<file path="config.mk">
export PLATFORM = sky130hd
export DESIGN_NAME = jackpot_game_ctrl
export DESIGN_NICKNAME = d
export VERILOG_FILES = /design/src/rtl/jackpot_game_ctrl.sv
export SDC_FILE = /design/constraint.sdc
export NUM_CORES = 1
export LEC_CHECK = 0
export BUFFER_PORTS_ARGS = -buffer_cell sky130_fd_sc_hd__buf_2
export CORE_MARGIN = 10
export CORE_UTILIZATION = 61
export CTS_CLUSTER_DIAMETER = 200
export DETAILED_ROUTE_END_ITERATION = 8
export GPL_TIMING_DRIVEN = 0
export HOLD_SLACK_MARGIN = 0.06
export MAX_ROUTING_LAYER = met4
export PLACE_DENSITY = 0.88
export SYNTH_ARGS = -nofsm -noshare
export SYNTH_HDL_FRONTEND = slang
export SYNTH_SLANG_ARGS = --single-unit
</file>
<file path="constraint.sdc">
create_clock -name CLOCK -period 4.1 [get_ports CLOCK]
set_input_delay 0.82 -clock CLOCK [delete_from_list [all_inputs] [get_ports CLOCK]]
set_output_delay 0.82 -clock CLOCK [all_outputs]
set_load 0.01 [all_outputs]
</file>
<file path="src/rtl/jackpot_game_ctrl.sv">
// Jackpot board sequencer: synchronizes button/switches, paces a one-hot LED pointer
// and runs the IDLE/RUN/WIN/LOSE game flow with speed levels and miss tracking.
module jackpot_game_ctrl #(
  parameter int unsigned TICK_DIV   = 40000000,
  parameter int unsigned WIN_STEPS  = 4,
  parameter int unsigned MAX_MISSES = 3
) (
  input  logic       CLOCK,
  input  logic       RESET,
  input  logic       BUTTON,
  input  logic [3:0] SWITCHES,
  output logic [3:0] LEDS,
  output logic [1:0] STATE,
  output logic [1:0] LEVEL,
  output logic       WIN_PULSE,
  output logic [2:0] MISSES
);

  typedef enum logic [1:0] {
    S_IDLE = 2'b00,
    S_RUN  = 2'b01,
    S_WIN  = 2'b10,
    S_LOSE = 2'b11
  } state_e;

  state_e      state_q, state_d;
  logic [1:0]  btn_sync_q;
  logic        btn_prev_q;
  logic [3:0]  sw_s1_q, sw_s2_q, sw_prev_q;
  logic [31:0] cnt_q, cnt_d;
  logic [3:0]  leds_q, leds_d;
  logic [1:0]  level_q, level_d;
  logic [2:0]  misses_q, misses_d;
  logic        pulse_q, pulse_d;
  logic [7:0]  wstep_q, wstep_d;

  logic        btn_rise;
  logic [3:0]  sw_rise;
  logic [31:0] period_m1;
  logic        step;

  assign btn_rise  = btn_sync_q[1] & ~btn_prev_q;
  assign sw_rise   = sw_s2_q & ~sw_prev_q;
  // Each level halves the step period.
  assign period_m1 = (32'(TICK_DIV) >> level_q) - 32'd1;
  assign step      = (state_q != S_IDLE) && (cnt_q == period_m1);

  always_comb begin
    state_d  = state_q;
    leds_d   = leds_q;
    level_d  = level_q;
    misses_d = misses_q;
    pulse_d  = 1'b0;
    wstep_d  = wstep_q;
    cnt_d    = step ? 32'd0 : cnt_q + 32'd1;
    case (state_q)
      S_IDLE: begin
        cnt_d  = 32'd0;
        leds_d = 4'b1000;
        if (btn_rise) begin
          state_d  = S_RUN;
          misses_d = 3'd0;
          level_d  = 2'd0;
        end
      end
      S_RUN: begin
        // Any switch activity is evaluated instead of rotating this cycle.
        if (sw_rise != 4'd0) begin
          if ((sw_rise == leds_q) && $onehot(sw_rise)) begin
            state_d = S_WIN;
            leds_d  = 4'b1111;
            pulse_d = 1'b1;
            wstep_d = 8'd0;
          end else begin
            misses_d = misses_q + 3'd1;
            if (misses_q + 3'd1 == 3'(MAX_MISSES)) begin
              state_d = S_LOSE;
              leds_d  = 4'b1010;
            end
          end
        end else if (step) begin
          leds_d = {leds_q[0], leds_q[3:1]};
        end
      end
      S_WIN: begin
        if (step) begin
          if (wstep_q == 8'(WIN_STEPS - 1)) begin
            state_d = S_RUN;
            leds_d  = 4'b1000;
            level_d = (level_q == 2'd3) ? 2'd3 : level_q + 2'd1;
          end else begin
            wstep_d = wstep_q + 8'd1;
          end
        end
      end
      S_LOSE: begin
        if (btn_rise) begin
          state_d = S_IDLE;
          leds_d  = 4'b1000;
        end else if (step) begin
          leds_d = ~leds_q;
        end
      end
      default: state_d = S_IDLE;
    endcase
    if (state_d != state_q) cnt_d = 32'd0;
  end

  always_ff @(posedge CLOCK) begin
    if (RESET) begin
      state_q    <= S_IDLE;
      btn_sync_q <= 2'b00;
      btn_prev_q <= 1'b0;
      sw_s1_q    <= 4'd0;
      sw_s2_q    <= 4'd0;
      sw_prev_q  <= 4'd0;
      cnt_q      <= 32'd0;
      leds_q     <= 4'b1000;
      level_q    <= 2'd0;
      misses_q   <= 3'd0;
      pulse_q    <= 1'b0;
      wstep_q    <= 8'd0;
    end else begin
      state_q    <= state_d;
      btn_sync_q <= {btn_sync_q[0], BUTTON};
      btn_prev_q <= btn_sync_q[1];
      sw_s1_q    <= SWITCHES;
      sw_s2_q    <= sw_s1_q;
      sw_prev_q  <= sw_s2_q;
      cnt_q      <= cnt_d;
      leds_q     <= leds_d;
      level_q    <= level_d;
      misses_q   <= misses_d;
      pulse_q    <= pulse_d;
      wstep_q    <= wstep_d;
    end
  end

  assign LEDS      = leds_q;
  assign STATE     = state_q;
  assign LEVEL     = level_q;
  assign WIN_PULSE = pulse_q;
  assign MISSES    = misses_q;

endmodule

</file>
==> results.json <==
{
  "combPwrFrac_pct": 4.2,
  "pwr_density_cell_nw_per_um2": 364,
  "ir_worst_vdd_uv": 298,
  "syn2layout_area_growth_pct": 12.6,
  "critPathSlowestCell": "nor3_2",
  "tightest_slew_ps": 592,
  "critPathKind": "reg -> reg",
  "synth_area_leaders": "dfxtp_1 (39%), nor2_1 (6.9%), xor2_1 (5.6%), ha_1 (5.5%), xnor2_1 (5.1%)",
  "syn-cell-area_um2": 3420,
  "critPathLaunch": "sw_prev_q[0]",
  "clock_sinks": 67,
  "ios": 19,
  "dieWidth_um": 94.8,
  "cts_root_buf": "clkbuf_8",
  "worstPathRequired_ps": 4380,
  "cts_hold_buffers": 0,
  "setup_tns_ps": 0,
  "startpoint_type": "register",
  "rows": 27,
  "synth_edf_count": 0,
  "seq_power_share_pct": 47.3,
  "grtUsageMet1_pct": 19.6,
  "period_share_pct": 87.2,
  "swShare_pct": 21.3,
  "max_freq_mhz": 280,
  "yosysMostFrequentCell": "dfxtp_1",
  "pre_cts_slack_ps": 575,
  "cts_tree": "yes",
  "drt_iter0_drc": 221,
  "grt_pass1_wl_mm": 12.3,
  "grt-ovfl-total": 0,
  "diodes": 0,
  "setup.worst_path.end_class": "register",
  "critPathMaxStageDelay_ps": 580,
  "met3_usage_pct": 3.97,
  "timing.critical_path.buf_inv": 1,
  "synth_seq_cells": 67,
  "whs_ps": 438,
  "cp_max_fo": 10,
  "cpMostUsedCell": "ha_1",
  "grt.met2_usage_pct": 28.4,
  "finalMaxSlewViolations": 0,
  "reg2reg_from": "sw_prev_q[0]",
  "cts_max_level": 3,
  "clock_skew_ps": 7.94,
  "rsz0062_at_grt": "no",
  "netSwitchingPower_w": 0.000298,
  "wl_per_cell_um": 14.8,
  "cts_setup_buffers": 0,
  "grt_pass1_vias": 2729,
  "critical_path.top_delay_family": "simple AND/OR/NAND/NOR gates",
  "antenna_found_initial": 0,
  "grt_max_degree": 13,
  "ys_seq_area_share_pct": 39.3,
  "nNetsFinal": 437,
  "synth_top_area_share_pct": 39.3,
  "vias": 2779,
  "min_path_type": "reg -> reg",
  "final_util_pct": 70.3,
  "clk_latency_ps": 350,
  "worst_slack_ps": 524,
  "wl_mm": 7.25,
  "dr.pass1.iters": 5,
  "p_leak_nw": 1.38,
  "crit_arrival_ps": 3860,
  "synth_cell_types": 58,
  "clkPwrFrac_pct": 48.4,
  "fin_crit_ps": 3580,
  "synth_top_cell_by_area": "dfxtp_1",
  "routed_via_density": 5.66,
  "grt-busiest-layer": "met2",
  "max-cap-violations": 0,
  "synthTopCellsByCount": "dfxtp_1 (67), nor2_1 (63), nand2_1 (28)",
  "route.detailed.drc": 0,
  "synth_nets": 408,
  "setup_violations": 0,
  "die-area_um2": 8990,
  "avgSynthCellArea_um2": 8.87,
  "ys_async_sr_fraction_pct": 0,
  "relSlewSlack_pct": 60.3,
  "die_h_um": 94.8,
  "postCtsResizedCells": 0,
  "yosysWarnings": 0,
  "track_usage_pct": 17.4,
  "place_congestion": 0.935,
  "port_buffers": 18,
  "cts_buffers": 9,
  "synthFlopType": "dfxtp_1",
  "path_clk_slew_ps": 70,
  "clockBufferDepth": 2,
  "drive_gt1_share_pct": 12.4,
  "start_util_pct": 62.4,
  "hold_viol": 0,
  "core_um2": 5470,
  "cp_cell_sequence": "nand2b_1 -> fa_1 -> inv_1 -> ha_1 -> ha_1 -> nor3b_1 -> nand4_1 -> nor3_2 -> o21ai_4 -> or4_1 -> a21oi_1",
  "hold_start": "sw_s1_q[3]",
  "dp_hpwl_mm": 5.33,
  "outcome": "complete, no violations",
  "ant_nets": 0,
  "syn_inst": 385,
  "internal_power_w": 0.00110
}
layout make-up:
cell class,count,area (µm²)
Buffer,10,47.5
Clock buffer,10,138
Clock inverter,6,113
Fill cell,435,1630
Inverter,15,56.3
Multi-Input combinational cell,293,1970
Sequential cell,67,1340
Tap cell,72,90.1
Timing Repair Buffer,18,90.1
power groups by stage:
| stage | logic [W] | registers (W) | clock network [W] |
|---|---|---|---|
| 3_5_place_dp | 0.0000589 | 0.000678 | 0 |
| 2_1_floorplan | 0.0000418 | 0.000678 | 0 |
| 5_1_grt | 0.0000672 | 0.000663 | 0.000712 |
| 6_report | 0.0000594 | 0.000663 | 0.000679 |
| 4_1_cts | 0.0000595 | 0.000663 | 0.000688 |
| 3_3_place_gp | 0.0000570 | 0.000677 | 0 |
layer usage:
layer	wire [µm]	share of wire, %	vias to the layer above
met4	96	1.3	0
met1	3140	43	1315
li1	-	-	1381
met5	0	0	-
met2	3620	50	72
met3	390	5.4	11
sequential cells by signal, indices dropped and copies added, names as in the netlist:
signal,count
WIN_PULSE,1
LEVEL,2
MISSES,3
sw_prev_q,4
STATE,2
btn_sync_q,2
btn_prev_q,1
sw_s1_q,4
cnt_q,32
LEDS,4
sw_s2_q,4
wstep_q,8
worst reg2reg max path: stages, from the launching register on:
cell and delay [ps]:
dfxtp_1 300, nand2b_1 200, fa_1 560, inv_1 40, ha_1 180, ha_1 270, nor3b_1 240, nand4_1 290
nor3_2 580, o21ai_4 190, or4_1 520, a21oi_1 140
final timing paths:
path | to | slack [ps] | cells after the start
min | sw_s2_q[3] | 440 | 1
min reg2reg | sw_s2_q[3] | 440 | 1
max | wstep_q[7] | 520 | 11
max reg2reg | wstep_q[7] | 520 | 11
logic make-up (layout without fill, tap and decap cells):
kind of cell	after synthesis	count (layout)	synth area share, %
AOI/OAI and AO/OA	49	49	10.8
xor gates and xnor gates	43	43	11.5
adders and majority gates	16	16	6.08
buffers and inverters	25	59	3.04
DFF	67	67	39.3
muxes	7	7	2.20
and+or+nand+nor	178	178	27.1
cells in the final DEF, fill, tap and decap left out, types with 2 or more instances in the layout:
master and n:
o2bb2ai_1 2, or2_2 2, mux2i_1 3, ha_1 15, nor2_1 63, and3_1 8
mux2_1 2, clkinv_4 2, nand3b_1 3, a211oi_1 3, dfxtp_1 67, clkbuf_8 11
nand3_1 12, nand2b_1 5, or4_4 2, xor2_1 22, buf_2 18, o31ai_1 3
o2111ai_1 4, o21ai_4 2, inv_1 15, bufinv_16 3, nor2b_1 19, mux2_2 2
a21oi_1 15, clkbuf_1 8, or2_1 2, and2_1 2, o21ai_0 7, xnor2_1 20
or3_1 6, o211ai_1 2, nor3b_1 2, nor3_1 2, nand4_1 9, nand2_1 28
nor4_1 3
per-stage QoR:
step | power (W) | instances | cell area (µm²)
finish | 0.00140 | 491 | 3850
floorplan | 0.000720 | 385 | 3420
global placement | 0.000734 | 475 | 3600
global route | 0.00144 | 491 | 3850
detailed placement | 0.000737 | 475 | 3600
CTS | 0.00141 | 491 | 3850
Power figures use the tool's default switching activity.
